<file path="config.mk">
export PLATFORM = sky130hd
export DESIGN_NAME = booth_product_accumulator
export DESIGN_NICKNAME = d
export VERILOG_FILES = /design/src/rtl/booth_product_accumulator.sv
export SDC_FILE = /design/constraint.sdc
export NUM_CORES = 1
export LEC_CHECK = 0
export ABC_AREA = 0
export CAP_MARGIN = 20
export CORE_ASPECT_RATIO = 2
export CORE_UTILIZATION = 50
export CTS_CLUSTER_DIAMETER = 150
export DETAILED_ROUTE_END_ITERATION = 7
export GPL_TIMING_DRIVEN = 1
export PLACE_DENSITY = 0.7
export RECOVER_POWER = 100
export SLEW_MARGIN = 20
export SYNTH_ARGS = -nofsm -noshare
export SYNTH_HDL_FRONTEND = slang
export SYNTH_SLANG_ARGS = --single-unit
</file>
<file path="constraint.sdc">
create_clock -name clk -period 3.6 [get_ports clk]
set_input_delay 0.72 -clock clk [delete_from_list [all_inputs] [get_ports clk]]
set_output_delay 0.72 -clock clk [all_outputs]
set_load 0.005 [all_outputs]
</file>
<file path="src/rtl/booth_product_accumulator.sv">
`default_nettype none
// +--------------------------------------------------------------------------+
// | booth_product_accumulator                                                |
// | Sums blocks of signed Booth products and emits one sum per block, with   |
// | optional saturation and a sticky overflow flag.                          |
// | Revision: 1.0                                                            |
// +--------------------------------------------------------------------------+
module booth_product_accumulator #(
  parameter int WIDTH     = 8,
  parameter int ACC_WIDTH = 24,
  parameter int BLOCK_LEN = 4,
  parameter bit SATURATE  = 1'b1
) (
  input  logic                           clk,
  input  logic                           rst,
  input  logic                           in_valid,
  output logic                           in_ready,
  input  logic [2*WIDTH-1:0]             in_product,
  input  logic                           in_last,
  output logic                           out_valid,
  input  logic                           out_ready,
  output logic [ACC_WIDTH-1:0]           out_sum,
  output logic [$clog2(BLOCK_LEN):0]     out_count,
  output logic                           out_overflow
);

  localparam int CW = $clog2(BLOCK_LEN) + 1;

  typedef enum logic [0:0] {
    ACCUM = 1'b0,
    HOLD  = 1'b1
  } state_t;

  state_t               state_q, state_d;
  logic [ACC_WIDTH-1:0] acc_q, acc_d;
  logic [CW-1:0]        cnt_q, cnt_d;
  logic                 ovf_q, ovf_d;
  logic                 out_valid_q, out_valid_d;
  logic [ACC_WIDTH-1:0] out_sum_q, out_sum_d;
  logic [CW-1:0]        out_count_q, out_count_d;
  logic                 out_overflow_q, out_overflow_d;

  logic [ACC_WIDTH:0]   ext;
  logic [ACC_WIDTH:0]   sum_wide;
  logic                 add_ovf;
  logic [ACC_WIDTH-1:0] acc_add;
  logic [CW-1:0]        cnt_inc;
  logic                 block_end;

  assign in_ready     = (state_q == ACCUM) & ~rst;
  assign out_valid    = out_valid_q;
  assign out_sum      = out_sum_q;
  assign out_count    = out_count_q;
  assign out_overflow = out_overflow_q;

  // One guard bit: the top two bits of the widened sum disagree exactly on overflow.
  assign ext      = {{(ACC_WIDTH+1-2*WIDTH){in_product[2*WIDTH-1]}}, in_product};
  assign sum_wide = {acc_q[ACC_WIDTH-1], acc_q} + ext;
  assign add_ovf  = sum_wide[ACC_WIDTH] ^ sum_wide[ACC_WIDTH-1];

  always_comb begin
    acc_add = sum_wide[ACC_WIDTH-1:0];
    if (SATURATE && add_ovf) begin
      acc_add = sum_wide[ACC_WIDTH] ? {1'b1, {(ACC_WIDTH-1){1'b0}}}
                                    : {1'b0, {(ACC_WIDTH-1){1'b1}}};
    end
  end

  assign cnt_inc   = cnt_q + CW'(1);
  assign block_end = (cnt_inc == CW'(BLOCK_LEN)) | in_last;

  always_comb begin
    state_d        = state_q;
    acc_d          = acc_q;
    cnt_d          = cnt_q;
    ovf_d          = ovf_q;
    out_valid_d    = out_valid_q;
    out_sum_d      = out_sum_q;
    out_count_d    = out_count_q;
    out_overflow_d = out_overflow_q;
    case (state_q)
      ACCUM: begin
        if (in_valid && in_ready) begin
          acc_d = acc_add;
          cnt_d = cnt_inc;
          ovf_d = ovf_q | add_ovf;
          if (block_end) begin
            out_valid_d    = 1'b1;
            out_sum_d      = acc_add;
            out_count_d    = cnt_inc;
            out_overflow_d = ovf_q | add_ovf;
            state_d        = HOLD;
          end
        end
      end
      HOLD: begin
        if (out_ready) begin
          out_valid_d = 1'b0;
          acc_d       = '0;
          cnt_d       = '0;
          ovf_d       = 1'b0;
          state_d     = ACCUM;
        end
      end
      default: state_d = ACCUM;
    endcase
  end

  always_ff @(posedge clk) begin
    if (rst) begin
      state_q        <= ACCUM;
      acc_q          <= '0;
      cnt_q          <= '0;
      ovf_q          <= 1'b0;
      out_valid_q    <= 1'b0;
      out_sum_q      <= '0;
      out_count_q    <= '0;
      out_overflow_q <= 1'b0;
    end else begin
      state_q        <= state_d;
      acc_q          <= acc_d;
      cnt_q          <= cnt_d;
      ovf_q          <= ovf_d;
      out_valid_q    <= out_valid_d;
      out_sum_q      <= out_sum_d;
      out_count_q    <= out_count_d;
      out_overflow_q <= out_overflow_d;
    end
  end

endmodule
`default_nettype wire

</file>
==> impl_metrics.csv <==
group,metric,value,unit
run_status,status,"complete, no violations",
setup_path,cp_max_fo,5,
global_routing,grt_max_degree,27,
logic_synthesis,post_synth_instance_area,3630,um^2
sta,finalMaxSlewViolations,0,
cts,clock_latency,330,ps
layout,drive_gt1_share,20.2,%
detailed_routing,drc,0,
place,port_buffers,50,
sta,finalCritPeriodShare,95.2,%
setup_path,arrival,3670,ps
cts,clk_pin_slew,50,ps
sta,fin_crit,3430,ps
layout,syn_to_final_growth,32.2,%
logic_synthesis,synth-async-reset-ratio,0,%
global_routing,grt_use_total,28.7,%
place,pre_cts_ws,-165,ps
layout,final_cell_mix,"dfxtp_1 (58), buf_4 (50), nand2_1 (46)",
detailed_routing,postRouteAntennaNets,0,
global_routing,antenna_found_initial,0,
logic_synthesis,synth_edf_count,0,
power,vdd_ir_drop_max,387,uV
layout,stdcell_count,605,
sta,worst_pin_slew,1350,ps
global_routing,grt_overflow_total,0,
logic_synthesis,synth_top_cell_by_area,"dfxtp_1",
cts,root_buffer,"clkbuf_16",
logic_synthesis,yosys.area.top_type_share,32.0,%
floorplan,design.die.area,7620,um^2
setup_path,path_common_cell,"a21oi_1",
logic_synthesis,synthDistinctLibCells,53,
cts,cts_num_sinks,58,
global_routing,grt_pass1_vias,3649,
detailed_routing,routed_via_density,5.70,
sta,fmaxAchievable,0.292,GHz
detailed_routing,met1_length,3720,um
cts,ctsResizeCount,0,
cts,numCtsBuffers,9,
floorplan,core,6990,um^2
floorplan,start_util,51.9,%
logic_synthesis,syn-num-nets,464,
logic_synthesis,synth_area_per_cell,8.72,um^2
power,power_density,601,nW/um^2
place,place.gp.congestion,0.918,
logic_synthesis,synth.area.top_cells,"dfxtp_1 (32%), a211oi_2 (9.0%), ha_1 (9.0%)",
detailed_routing,first_pass_iters,4,
logic_synthesis,syn-instance-count,416,
place,dpl.hpwl,7730,um
detailed_routing,drt_iter0_markers,134,
setup_path,crit_chain,"clkdlybuf4s50_1 > ha_1 > inv_1 > fa_1 > nand2b_1 > a21o_1 > a21oi_1 > o21ai_0 > a21oi_1 > buf_4 > o211ai_1 > o31ai_4 > clkbuf_1 > nor3_1 > a211oi_1",
setup_path,worstSetupEndpointType,"register",
sta,setup_viol_count_final,0,
cts,cts_hold_buf,0,
setup_path,cp_slowest_cell,"clkdlybuf4s50_1",
global_routing,grt_pass1_wl,16700,um
logic_synthesis,yosys_most_used_dff,"dfxtp_1",
cts,htree_levels,3,
power,p_leak,2.06,nW
layout,fin_nets,558,
sta,fin_ws,172,ps
cts,cts_tree,"yes",
logic_synthesis,ys_seq_area_share,32.0,%
sta,setup_tns,0,ps
run,maxCapViolations,0,
floorplan,fp-row-count,43,
layout,layout_commonest_cell,"dfxtp_1",
place,placed_cells,589,
logic_synthesis,yosys_warnings,0,
setup_path,required,3840,ps
cts,clockBufferDepth,2,
detailed_routing,wl_per_cell,16.9,um
setup_path,crit_type,"in2reg",
min_path,min_path_type,"reg2reg",
detailed_routing,routed.top_layer,"met4",
detailed_routing,routed_wl,10200,um
setup_path,cpPeakStageDelay,470,ps
sta,hold_viol,0,
layout,n_antenna_cell,0,
detailed_routing,via_count,3449,
setup_path,rrSetupSlack,700,ps
floorplan,die_w,62.2,um
floorplan,io_pins,51,
layout,fin_area,4790,um^2
sta,finClkSkew,3.40,ps
sta,grt_setup_unrepaired,"no",
place,placed_cell_area,4580,um^2
setup_path,startpoint_type,"primary input",
layout,fill_cells,617,
logic_synthesis,synth_seq_cells,58,
detailed_routing,met2_length,5630,um
floorplan,fp.dieH,122,um
cts,cts_setup_buffers,0,
sta,max_slew_margin,10.3,%
detailed_routing,dr_wl_met3,375,um
[through the flow]
stage	hold slack [ps]	utilization, %	total power [W]
after floorplan	429	-	0.00162
after global placement	440	65.4	0.00204
after detailed placement	448	65.4	0.00206
after CTS	456	69.8	0.00295
after global routing	474	68.6	0.00304
final	455	68.6	0.00288
[report_power, final]
group	total [W]	leakage, nW	switching [W]	internal, W
registers	0.000782	0.476	0.0000545	0.000728
clock network	0.000879	0.145	0.000307	0.000572
logic	0.00122	1.44	0.000660	0.000561
total	0.00288	2.06	0.00102	0.00186
[cells in the mapped netlist, drive strengths merged (4+ instances only)]
cell type,number
a211oi,31
a21o,13
a21oi,50
a31oi,5
buf,5
clkbuf,16
dfxtp,58
ha,26
inv,6
nand2,46
nand2b,5
nand3,6
nor2,46
nor3,5
o211ai,6
o21a,4
o21ai,31
xnor2,14
xor2,5
[registers in the layout (all words and copies together), names as in the netlist]
signal / cells
out_sum: 24
out_overflow: 1
state_q: 1
acc_q: 24
cnt_q: 3
ovf_q: 1
out_valid: 1
out_count: 3
[routing by layer]
| metal | track usage, % | vias to the layer above |
|---|---|---|
| met5 | 0 | - |
| met4 | 19.9 | 0 |
| met3 | 5.76 | 34 |
| met2 | 55.5 | 82 |
| met1 | 26.4 | 1633 |
| li1 | - | 1700 |
[cell type report]
class	instances	area [um^2]	share of cell area [%]
Timing Repair Buffer	104	920	19.2
Tap cell	90	113	2.35
Sequential cell	58	1160	24.2
Inverter	6	22.5	0.470
Multi-Input combinational cell	331	2270	47.4
Clock inverter	4	50.0	1.04
Clock buffer	12	256	5.35
[final timing paths]
check	from	end	cells after the start
max	in_product[0]	out_overflow	15
min	out_count[1]	out_count[1]	2
max reg2reg	acc_q[0]	out_overflow	14
min reg2reg	out_count[1]	out_count[1]	2
[worst max-delay path, delay by kind of cell]
| family | cells | cell delay [ps] |
|---|---|---|
| buffers and inverters | 4 | 930 |
| AO/OA/AOI/OAI | 7 | 1180 |
| AND/OR/NAND/NOR | 2 | 280 |
| adder cells (fa/ha/maj) | 2 | 560 |
[logic make-up after synthesis]
kind of cell             Yosys count  share of synthesized area (%)
AO/OA/AOI/OAI                    154                           32.5
AND/OR/NAND/NOR                  130                           17.4
flip-flops                        58                           32.0
buffers and inverters             27                           3.66
adder cells (fa/ha/maj)           27                           9.52
XOR/XNOR                          19                           4.59
multiplexers                       1                          0.310
No activity file was read; power rests on OpenSTA's default activity.
